==> src/rtl/core_monitor_pkg.sv <==
// -----------------------------------------------------------------------------
// core_monitor_pkg
// Shared definitions for the N-core run-completion monitor:
//   - core_state_e : per-core lifecycle (idle, running, draining, done)
//   - SAT_INC      : step applied by the saturating run-cycle counter
//   - idx_width()  : clog2-based width with a floor of one bit, used for the
//                    report core index and the drain down-counter
// -----------------------------------------------------------------------------
package core_monitor_pkg;

    typedef enum logic [1:0] {
        ST_IDLE  = 2'd0,
        ST_RUN   = 2'd1,
        ST_DRAIN = 2'd2,
        ST_DONE  = 2'd3
    } core_state_e;

    localparam int unsigned SAT_INC = 32'd1;

    // Bits needed to encode values 0..n-1, never less than one bit.
    function automatic int unsigned idx_width(input int unsigned n);
        return (n <= 32'd1) ? 32'd1 : $clog2(n);
    endfunction

endpackage

==> src/rtl/core_completion_fsm.sv <==
// -----------------------------------------------------------------------------
// core_completion_fsm
// Tracks one core from an accepted start to completion. Counts run cycles
// until the core's PC reaches its end address (or the optional timeout
// expires), waits a fixed drain interval so the pipeline can retire, then
// samples the result register and compares it with the expected value.
//
// Ports
//   clk_i          clock, all state on the rising edge
//   rst_i          synchronous active-high reset
//   start_acc_i    accepted start pulse (only asserted when no core is busy)
//   pc_i           this core's current fetch PC
//   end_address_i  this core's finish PC
//   result_i       this core's result register
//   expected_i     this core's pass value
//   busy_o         core is in RUN or DRAIN
//   done_o         core has completed (held until next accepted start)
//   pass_o         result matched expected (valid with done_o)
//   timeout_o      run limit expired before the end address was reached
//   run_cycles_o   latched run length in cycles
//   done_entry_o   single-cycle flag: DONE is entered at the coming edge
// -----------------------------------------------------------------------------
module core_completion_fsm
    import core_monitor_pkg::*;
#(
    parameter int unsigned ADDRESS_BITS   = 32,
    parameter int unsigned DATA_WIDTH     = 32,
    parameter int unsigned CYCLE_BITS     = 32,
    parameter int unsigned DRAIN_CYCLES   = 50,
    parameter int unsigned TIMEOUT_CYCLES = 0
) (
    input  logic                    clk_i,
    input  logic                    rst_i,
    input  logic                    start_acc_i,
    input  logic [ADDRESS_BITS-1:0] pc_i,
    input  logic [ADDRESS_BITS-1:0] end_address_i,
    input  logic [DATA_WIDTH-1:0]   result_i,
    input  logic [DATA_WIDTH-1:0]   expected_i,
    output logic                    busy_o,
    output logic                    done_o,
    output logic                    pass_o,
    output logic                    timeout_o,
    output logic [CYCLE_BITS-1:0]   run_cycles_o,
    output logic                    done_entry_o
);

    localparam int unsigned           DRAIN_W      = idx_width(DRAIN_CYCLES + 32'd1);
    // Loaded with DRAIN_CYCLES-1 so DRAIN lasts exactly DRAIN_CYCLES cycles.
    localparam logic [DRAIN_W-1:0]    DRAIN_LOAD   = DRAIN_W'(DRAIN_CYCLES - 32'd1);
    localparam logic [CYCLE_BITS-1:0] CNT_MAX      = {CYCLE_BITS{1'b1}};
    localparam bit                    TIMEOUT_EN   = (TIMEOUT_CYCLES != 32'd0);
    localparam logic [CYCLE_BITS-1:0] TIMEOUT_LAST = TIMEOUT_EN ? CYCLE_BITS'(TIMEOUT_CYCLES - 32'd1)
                                                                : {CYCLE_BITS{1'b0}};
    localparam logic [CYCLE_BITS-1:0] TIMEOUT_VAL  = CYCLE_BITS'(TIMEOUT_CYCLES);

    core_state_e             state_q, state_d;
    logic [CYCLE_BITS-1:0]   cnt_q, cnt_d;
    logic [DRAIN_W-1:0]      drain_q, drain_d;
    logic                    done_q, done_d;
    logic                    pass_q, pass_d;
    logic                    timeout_q, timeout_d;
    logic [CYCLE_BITS-1:0]   runc_q, runc_d;

    // Next-state, counter and flag logic for one core.
    always_comb begin
        state_d   = state_q;
        cnt_d     = cnt_q;
        drain_d   = drain_q;
        done_d    = done_q;
        pass_d    = pass_q;
        timeout_d = timeout_q;
        runc_d    = runc_q;
        if (start_acc_i) begin
            state_d   = ST_RUN;
            cnt_d     = {CYCLE_BITS{1'b0}};
            drain_d   = {DRAIN_W{1'b0}};
            done_d    = 1'b0;
            pass_d    = 1'b0;
            timeout_d = 1'b0;
            runc_d    = {CYCLE_BITS{1'b0}};
        end else begin
            case (state_q)
                ST_IDLE: begin
                    cnt_d = {CYCLE_BITS{1'b0}};
                end
                ST_RUN: begin
                    cnt_d = (cnt_q == CNT_MAX) ? cnt_q : cnt_q + CYCLE_BITS'(SAT_INC);
                    // PC match is checked first so it wins over a same-cycle timeout.
                    if (pc_i == end_address_i) begin
                        runc_d  = cnt_q;
                        drain_d = DRAIN_LOAD;
                        state_d = ST_DRAIN;
                    end else if (TIMEOUT_EN && (cnt_q == TIMEOUT_LAST)) begin
                        runc_d    = TIMEOUT_VAL;
                        timeout_d = 1'b1;
                        pass_d    = 1'b0;
                        done_d    = 1'b1;
                        state_d   = ST_DONE;
                    end else begin
                        state_d = ST_RUN;
                    end
                end
                ST_DRAIN: begin
                    if (drain_q == {DRAIN_W{1'b0}}) begin
                        pass_d  = (result_i == expected_i);
                        done_d  = 1'b1;
                        state_d = ST_DONE;
                    end else begin
                        drain_d = drain_q - DRAIN_W'(1);
                    end
                end
                ST_DONE: begin
                    state_d = ST_DONE;
                end
                default: begin
                    state_d = ST_IDLE;
                end
            endcase
        end
    end

    // State, counters and completion flags.
    always_ff @(posedge clk_i) begin
        if (rst_i) begin
            state_q   <= ST_IDLE;
            cnt_q     <= {CYCLE_BITS{1'b0}};
            drain_q   <= {DRAIN_W{1'b0}};
            done_q    <= 1'b0;
            pass_q    <= 1'b0;
            timeout_q <= 1'b0;
            runc_q    <= {CYCLE_BITS{1'b0}};
        end else begin
            state_q   <= state_d;
            cnt_q     <= cnt_d;
            drain_q   <= drain_d;
            done_q    <= done_d;
            pass_q    <= pass_d;
            timeout_q <= timeout_d;
            runc_q    <= runc_d;
        end
    end

    assign busy_o       = (state_q == ST_RUN) || (state_q == ST_DRAIN);
    assign done_entry_o = (state_q != ST_DONE) && (state_d == ST_DONE);
    assign done_o       = done_q;
    assign pass_o       = pass_q;
    assign timeout_o    = timeout_q;
    assign run_cycles_o = runc_q;

endmodule

==> src/rtl/core_completion_monitor.sv <==
// -----------------------------------------------------------------------------
// core_completion_monitor
// Watches NUM_CORES cores for completion and reports one record per finished
// core over a valid/ready port, lowest pending core index first.
//
// Ports
//   clk_i / rst_i       clock and synchronous active-high reset
//   start_i             one-cycle pulse arming all cores (ignored while busy)
//   end_address_i       per-core finish PC, slice i = core i
//   pc_i                per-core current PC
//   result_i            per-core result register
//   expected_i          per-core pass value
//   core_done_o         per-core completion flag
//   core_pass_o         per-core pass flag
//   core_timeout_o      per-core timeout flag
//   run_cycles_o        per-core latched run length
//   all_done_o          every core done
//   all_pass_o          every core done and passed
//   report_valid_o      a completion record is presented
//   report_ready_i      consumer accepts the record
//   report_core_o       core index of the record
//   report_cycles_o     run length of that core
//   report_pass_o       pass flag of that core
//   report_timeout_o    timeout flag of that core
// -----------------------------------------------------------------------------
module core_completion_monitor
    import core_monitor_pkg::*;
#(
    parameter int unsigned NUM_CORES      = 2,
    parameter int unsigned ADDRESS_BITS   = 32,
    parameter int unsigned DATA_WIDTH     = 32,
    parameter int unsigned CYCLE_BITS     = 32,
    parameter int unsigned DRAIN_CYCLES   = 50,
    parameter int unsigned TIMEOUT_CYCLES = 0,
    parameter int unsigned IDX_W          = idx_width(NUM_CORES)
) (
    input  logic                              clk_i,
    input  logic                              rst_i,
    input  logic                              start_i,
    input  logic [NUM_CORES*ADDRESS_BITS-1:0] end_address_i,
    input  logic [NUM_CORES*ADDRESS_BITS-1:0] pc_i,
    input  logic [NUM_CORES*DATA_WIDTH-1:0]   result_i,
    input  logic [NUM_CORES*DATA_WIDTH-1:0]   expected_i,
    output logic [NUM_CORES-1:0]              core_done_o,
    output logic [NUM_CORES-1:0]              core_pass_o,
    output logic [NUM_CORES-1:0]              core_timeout_o,
    output logic [NUM_CORES*CYCLE_BITS-1:0]   run_cycles_o,
    output logic                              all_done_o,
    output logic                              all_pass_o,
    output logic                              report_valid_o,
    input  logic                              report_ready_i,
    output logic [IDX_W-1:0]                  report_core_o,
    output logic [CYCLE_BITS-1:0]             report_cycles_o,
    output logic                              report_pass_o,
    output logic                              report_timeout_o
);

    logic [NUM_CORES-1:0]  busy_s;
    logic [NUM_CORES-1:0]  done_entry_s;
    logic [CYCLE_BITS-1:0] runc_a [NUM_CORES];
    logic                  start_acc_s;

    logic [NUM_CORES-1:0]  pending_q, pending_d;
    logic [NUM_CORES-1:0]  ack_mask_s;
    logic                  lock_q;
    logic [IDX_W-1:0]      lock_idx_q;
    logic [IDX_W-1:0]      prio_idx_s;
    logic [IDX_W-1:0]      sel_idx_s;
    logic                  ack_s;

    // A start is taken only when every core is idle or done.
    assign start_acc_s = start_i & ~(|busy_s);

    for (genvar i = 0; i < NUM_CORES; i++) begin : g_core
        core_completion_fsm #(
            .ADDRESS_BITS   (ADDRESS_BITS),
            .DATA_WIDTH     (DATA_WIDTH),
            .CYCLE_BITS     (CYCLE_BITS),
            .DRAIN_CYCLES   (DRAIN_CYCLES),
            .TIMEOUT_CYCLES (TIMEOUT_CYCLES)
        ) u_fsm (
            .clk_i         (clk_i),
            .rst_i         (rst_i),
            .start_acc_i   (start_acc_s),
            .pc_i          (pc_i[i*ADDRESS_BITS +: ADDRESS_BITS]),
            .end_address_i (end_address_i[i*ADDRESS_BITS +: ADDRESS_BITS]),
            .result_i      (result_i[i*DATA_WIDTH +: DATA_WIDTH]),
            .expected_i    (expected_i[i*DATA_WIDTH +: DATA_WIDTH]),
            .busy_o        (busy_s[i]),
            .done_o        (core_done_o[i]),
            .pass_o        (core_pass_o[i]),
            .timeout_o     (core_timeout_o[i]),
            .run_cycles_o  (runc_a[i]),
            .done_entry_o  (done_entry_s[i])
        );
        assign run_cycles_o[i*CYCLE_BITS +: CYCLE_BITS] = runc_a[i];
    end

    assign all_done_o = &core_done_o;
    assign all_pass_o = all_done_o & (&core_pass_o);

    // Lowest-index pending core; scanning downward lets the lowest index win.
    always_comb begin
        prio_idx_s = {IDX_W{1'b0}};
        for (int i = NUM_CORES - 1; i >= 0; i--) begin
            prio_idx_s = pending_q[i] ? IDX_W'(i) : prio_idx_s;
        end
    end

    // While a stalled record is presented, keep pointing at it even if a
    // lower-index core completes meanwhile, so the fields stay stable.
    assign sel_idx_s        = lock_q ? lock_idx_q : prio_idx_s;
    assign report_valid_o   = |pending_q;
    assign ack_s            = report_valid_o & report_ready_i;
    assign report_core_o    = sel_idx_s;
    assign report_cycles_o  = runc_a[sel_idx_s];
    assign report_pass_o    = core_pass_o[sel_idx_s];
    assign report_timeout_o = core_timeout_o[sel_idx_s];

    // Pending-bit update: set on entry to DONE, cleared on acceptance.
    always_comb begin
        ack_mask_s = {NUM_CORES{1'b0}};
        if (ack_s) begin
            ack_mask_s[sel_idx_s] = 1'b1;
        end else begin
            ack_mask_s = {NUM_CORES{1'b0}};
        end
        pending_d = (pending_q | done_entry_s) & ~ack_mask_s;
    end

    // Pending vector and stall lock registers.
    always_ff @(posedge clk_i) begin
        if (rst_i) begin
            pending_q  <= {NUM_CORES{1'b0}};
            lock_q     <= 1'b0;
            lock_idx_q <= {IDX_W{1'b0}};
        end else if (start_acc_s) begin
            pending_q  <= {NUM_CORES{1'b0}};
            lock_q     <= 1'b0;
            lock_idx_q <= {IDX_W{1'b0}};
        end else begin
            pending_q  <= pending_d;
            lock_q     <= report_valid_o & ~report_ready_i;
            lock_idx_q <= sel_idx_s;
        end
    end

endmodule

==> config.mk <==
export PLATFORM = sky130hd
export DESIGN_NAME = core_completion_monitor
export DESIGN_NICKNAME = d
export VERILOG_FILES = /design/src/rtl/core_monitor_pkg.sv /design/src/rtl/core_completion_fsm.sv /design/src/rtl/core_completion_monitor.sv
export SDC_FILE = /design/constraint.sdc
export NUM_CORES = 1
export LEC_CHECK = 0
export CAP_MARGIN = 20
export CORE_MARGIN = 4
export CORE_UTILIZATION = 39
export DETAILED_ROUTE_END_ITERATION = 12
export HOLD_SLACK_MARGIN = 0.08
export PLACE_DENSITY = 0.78
export SYNTH_ARGS = -nofsm -noshare
export SYNTH_HDL_FRONTEND = slang
export SYNTH_SLANG_ARGS = --single-unit
==> constraint.sdc <==
create_clock -name clk_i -period 2.2 [get_ports clk_i]
set_input_delay 0.55 -clock clk_i [delete_from_list [all_inputs] [get_ports clk_i]]
set_output_delay 0.55 -clock clk_i [all_outputs]
set_load 0.01 [all_outputs]
* Yosys cells after proc, flatten, opt, wreduce, memory -nomap -nowiden
Cells that the tools add are included.
Cells by class: add/subtract/negate cells 4, $lt $le $gt $ge 3, equality and inequality tests 22, mux-type cells 30, bitwise gates (word level) 10, reductions and logical operators 26
Operators by type and width (number):
- 2-to-1 mux 32 bit | 5
- equality test 32 bit | 4
- one-hot mux 32 bit (2 select lines) | 2
- adder 32 x 1 -> 32 bit (second input constant) | 2
- equality test 32 bit (second input constant) | 2
- 2-to-1 mux 6 bit | 4
- one-hot mux 6 bit (2 select lines) | 2
- AND reduction 2 bit | 8
- 2-to-1 mux 2 bit | 7
- equality test 2 bit (second input constant) | 6
- logical NOT 6 bit | 2
- != test 2 bit (second input constant) | 6
- one-hot mux 2 bit (3 select lines) | 2
- subtractor 6 x 1 -> 6 bit (second input constant) | 2
- nonzero test 2 bit | 4
- 2-to-1 mux 1 bit | 7
- AND reduction 3 bit | 2
- OR reduction 2 bit | 3
- bitwise AND 1 bit | 4
- equality test 2 x 1 -> 1 bit (second input constant) | 2
- logical NOT 2 bit | 2
- != test 2 x 1 -> 1 bit (second input constant) | 2
- logical AND 1 bit | 3
- bitwise AND 2 bit | 1
- other kinds (9) | 11
Word-level totals: register bits 152, bits of input ports 260, output and inout bits 108, word-level logic and storage cells 110

* Depth between registers and ports, before layout
depth after elaboration 10, gate-level depth with buffers 11, gate-level depth less buffers 8

* Hierarchy
A second synthesis with hierarchy kept.
Second synthesis, totals: cell total of the unflattened synthesis 971, area total of the unflattened synthesis 8922.3 um^2
By module, submodules not included:
- core_completion_fsm | instances 2, cells each 456, area an instance 4086.4 um^2, sequential area each 1481.4 um^2
- core_completion_monitor | instances 1, cells each 59, area an instance 749.5 um^2, sequential area each 80.1 um^2

* Worst setup path before layout
Ideal clock, no wire load.
kind register to output, start reg pending_q[1], end out report_cycles_o[10], arrival time 1.678 ns, data required time 1.650 ns, slack -0.028 ns, stages on the path, launching flop included 5, buffers on the path 1, cell sequence dfxtp_1 -> nor3b_1 -> a21oi_1 -> clkbuf_1 -> mux2_2
On the way: longest elaborated chain between the ends 7
RTL lines:
- start: declaration | line core_completion_monitor.sv:63 | logic [NUM_CORES-1:0] pending_q, pending_d;
- start signal: assignment | line core_completion_monitor.sv:134 | pending_q <= {NUM_CORES{1'b0}};
- start signal: assignment | line core_completion_monitor.sv:138 | pending_q <= {NUM_CORES{1'b0}};
- start signal: assignment | line core_completion_monitor.sv:142 | pending_q <= pending_d;
- 2-to-1 mux 1 bit (2 in series) | line core_completion_monitor.sv:106 | prio_idx_s = pending_q[i] ? IDX_W'(i) : prio_idx_s;
- 2-to-1 mux 1 bit | line core_completion_monitor.sv:112 | assign sel_idx_s = lock_q ? lock_idx_q : prio_idx_s;
- inverter 1 -> 2 bit (not written as such) | line core_completion_monitor.sv:116 | assign report_cycles_o = runc_a[sel_idx_s];
- 2-to-1 mux 32 bit (not written as such) (3 in series) | line core_completion_monitor.sv:116
- end: declaration | line core_completion_monitor.sv:53 | output logic [CYCLE_BITS-1:0] report_cycles_o,
No other way between the ends. The select of a mux whose other input is x is not followed.

* Worst setup path in the final report
start reg pending_q[0], end out report_cycles_o[6]
On the way: longest elaborated chain between the ends 6
RTL lines (line):
- 2-to-1 mux 1 bit | core_completion_monitor.sv:106
- 2-to-1 mux 1 bit | core_completion_monitor.sv:112
- inverter 1 -> 2 bit (not written as such) | core_completion_monitor.sv:116
- 2-to-1 mux 32 bit (not written as such) (3 in series) | core_completion_monitor.sv:116
No other way between the ends. The select of a mux whose other input is x is not followed.

==> out/summary.txt <==
GLOBAL ROUTE
--------------------------------------------------------------------------------------
Global-route wire length before repair                                        45900 µm
Number of antenna violations at the first check in global routing                    0
Remaining global-route overflow                                                      0
GR Util All Layers                                                               23.5%
Pin count of the biggest net entering global routing                                41
Number of global-route vias before repair                                         8734

POWER AND IR DROP
--------------------------------------------------------------------------------------
Internal Dissipation                                                           6.12 mW
Switching Share                                                                  34.3%
Net switching power                                                            3.20 mW
P_leak                                                                         6.28 nW
Sequential power share                                                           32.2%
Post-layout power                                                              9.33 mW
Gate power share                                                                 37.5%
Power density over the cells                                                660 nW/µm²
Clock power share                                                                30.2%
Peak ir drop on the vdd network                                                 707 µV

CRITICAL PATH
--------------------------------------------------------------------------------------
Critical path's most frequent cell                                              buf_12
Delay of the slowest cell on the worst path                                    0.34 ns
Library cell contributing the largest single delay on the critical path        dfxtp_2
Startpoint of the worst setup timing path                                 pending_q[0]
Depth of the most critical reg-to-reg path                                           5
Reg2reg start                                                             g_core[0].u_fsm.cnt_q[13]
Cell family with the largest share of critical-path delay                 buffers and inverters
End point of the critical path                                            report_cycles_o[6]
Data arrival at the endpoint of the critical path                              1.89 ns
Worst Setup Start Kind                                                       flip-flop
Register-to-register setup slack                                               0.09 ns
Cell-by-cell trace of the critical path                                   nor3b_4, a21oi_4, buf_12, buf_12, buf_12, mux2_4, buf_6
Critical path type                                                          reg -> out
Number of cells on the critical path                                                 7
Maximum fanout encountered on the critical timing path                               7
Worst setup EP type                                                       primary output
CP required                                                                    1.65 ns
Buffers and inverters on the worst path                                              4
FF-to-FF End                                                              g_core[0].u_fsm.cnt_q[0]

TIMING
--------------------------------------------------------------------------------------
Maximum operating frequency                                                  0.410 GHz
Post-route clock skew                                                        0.0118 ns
Post-layout minimum cycle time                                                 2.44 ns
Slack of the critical path                                                   -0.239 ns
RSZ-0062 raised after global routing                                               yes
Minimum hold slack                                                            0.478 ns
Setup Viol. Count Final                                                             33
Hold Vio Cnt, Final                                                                  0
Final Cycle Share                                                                 111%
Max-slew violation count                                                             0
Total Negative Setup Slacks                                                   -4.88 ns

SYNTHESIS
--------------------------------------------------------------------------------------
Post-synth EDFFs                                                                     0
Proportion of synthesized flip-flops having asynchronous set or reset               0%
Top cells by area in the synthesized netlist                              dfxtp_1 (35%), xnor2_1 (11%), mux2i_1 (7.6%)
Number of register bits inferred by synthesis                                      152
Top post-synthesis cells by count                                         dfxtp_1 (152), nor2_1 (131), xnor2_1 (104)
Average size of a mapped cell                                                 8.91 µm²
Yosys cell types                                                                    66
Most used flip-flop cell after synthesis                                       dfxtp_1
Post-Synthesis Cells                                                               964
Most common cell in the netlist                                                dfxtp_1
Library cell occupying the most area in the post-synthesis netlist             dfxtp_1
Count of synthesis-stage warnings from yosys                                         0
Cell area after synthesis                                                     8590 µm²
Fraction of the yosys area taken by sequential cells                             35.4%
Top cell type's share of synthesized area                                        35.4%

LAYOUT
--------------------------------------------------------------------------------------
Synth-to-Final Area Change                                                       64.5%
Share of post-route cells with drive strength above 1                            16.4%
Ant diodes                                                                           0
# nets final                                                                      1654

CTS
--------------------------------------------------------------------------------------
Clock-pin slew on the worst setup and hold paths                               0.06 ns
TritonCTS clock tree                                                             built
Total clock buffers created by CTS                                                  17
Total number of clock tree sinks                                                   152
Number of buffers on the longest clock path                                          2
H-tree levels                                                                        4
Clock insertion delay at the later pin of the skew report                      0.43 ns
CTS root buffer                                                              clkbuf_16
Post-cts hold buffer count                                                           0

DRT
--------------------------------------------------------------------------------------
Total length of routed wires                                                  30400 µm
Detailed-route vias per instance                                                  5.29
Drt drc                                                                              0
Antenna-violating nets left                                                          0
Number of optimization iterations in the first detailed-route pass                   5
Detail-routed net length per standard cell                                     18.1 µm
Count of vias placed by the detailed router                                       8845
Count of routing violations after the opening detailed-route iteration             473

DIE
--------------------------------------------------------------------------------------
Top-level I/O count                                                                368
Std-Cell Rows                                                                       54
Die Y                                                                           156 µm
Area of the die                                                              24500 µm²
Area of the core                                                             21800 µm²
Horizontal die dimension                                                        156 µm
Initial cell density of the core                                                 39.5%

PLACEMENT
--------------------------------------------------------------------------------------
GP Congestion                                                                    0.901
Count of input and output buffers                                                  364
Final HPWL DP                                                                 23300 µm
Pre-CTS worst setup slack                                                    -0.786 ns

HOLD PATH
--------------------------------------------------------------------------------------
Count of cells along the worst hold path                                             2
Tightest Hold Check Type                                                    reg -> reg

STATUS
--------------------------------------------------------------------------------------
Violated checks                                                           setup timing
Outcome                                                                   finished with violations

RUN
--------------------------------------------------------------------------------------
Number of max-cap violations                                                         0

==> layer usage <==
metal | track usage [%] | routed length [µm]
met5 | 0 | 0
met4 | 5.50 | 507
met3 | 5.09 | 2130
met2 | 41.0 | 15400
met1 | 29.6 | 12400
==> power by group through the flow <==
stage | Sequential, mW | Clock, mW | Combinational (mW)
after global placement | 3.05 | 0 | 3.21
after CTS | 3.00 | 2.85 | 3.48
after detailed placement | 3.05 | 0 | 3.26
final | 3.01 | 2.82 | 3.50
after global routing | 3.03 | 2.99 | 3.78
after floorplan | 3.03 | 0 | 1.74
==> per-stage QoR <==
stage / util (%) / cell area (µm²) / cells
after floorplan: - / 8600 / 966
after global placement: 59.7 / 13000 / 1633
after detailed placement: 59.7 / 13000 / 1633
after CTS: 63.4 / 13800 / 1671
after global routing: 65.0 / 14100 / 1673
final: 65.0 / 14100 / 1673
==> layout make-up <==
class,count,area (µm²)
Clock buffer,18,429
Clock inverter,14,135
Fill cell,1728,7620
Inverter,23,86.3
Multi-Input combinational cell,748,5560
Sequential cell,152,3050
Tap cell,280,350
Timing Repair Buffer,438,4530
==> repair_timing <==
item | in CTS | in global routing
resized for setup | 205 | 102
pin swaps | 11 | 56
setup buffers | 5 | 3
gates cloned | 2 | 2
setup endpoints to repair | 83 | 88
==> worst min-delay path by stage <==
stage	start	endpoint
global placement	g_core[1].u_fsm.drain_q[3]	g_core[1].u_fsm.drain_q[3]
detailed placement	g_core[1].u_fsm.drain_q[3]	g_core[1].u_fsm.drain_q[3]
finish	g_core[1].u_fsm.drain_q[3]	g_core[1].u_fsm.drain_q[3]
floorplan	g_core[1].u_fsm.drain_q[3]	g_core[1].u_fsm.drain_q[3]
CTS	g_core[1].u_fsm.drain_q[3]	g_core[1].u_fsm.drain_q[3]
global route	g_core[1].u_fsm.drain_q[3]	g_core[1].u_fsm.drain_q[3]
==> cells by family (layout without fill, tap and decap cells) <==
family / count (synthesis) / count (layout) / synth area share (%)
compound gates: 92 / 92 / 7.67
xor+xnor: 163 / 163 / 16.6
fa+ha+maj: 14 / 14 / 2.04
buf+inv: 66 / 493 / 3.32
flops: 152 / 152 / 35.4
mux: 101 / 101 / 12.3
other cells: 1 / 3 / 0.0436
simple gates: 375 / 375 / 22.6
==> sequential cells by signal, summed over array words and instances, names as in the netlist <==
signal,cells
g_core.u_fsm.cnt_q,64
g_core.u_fsm.done_o,2
g_core.u_fsm.drain_q,12
g_core.u_fsm.pass_o,2
g_core.u_fsm.run_cycles_o,64
g_core.u_fsm.state_q,4
lock_idx_q,1
lock_q,1
pending_q,2
==> worst reg2reg max path, stage by stage, from the launching register on <==
cell and delay (ns):
dfxtp_1 0.39, nand4_1 0.17, or3_4 0.43, or4_4 0.63, a21oi_2 0.25, mux2_2 0.19
==> placed cells by master, fill, tap and decap left out, drive strengths merged, types with 19 or more instances in the layout <==
cell type / instances
xnor2: 104
dlymetal6s2s: 67
nand4: 54
and3: 20
clkbuf: 21
dfxtp: 152
inv: 30
buf: 105
nor4: 22
nor2: 131
nand3: 55
mux2: 36
mux2i: 65
nand2: 38
o21ai: 19
xor2: 59
clkdlybuf4s50: 252
Note: power is estimated with default switching activity, not from simulation.
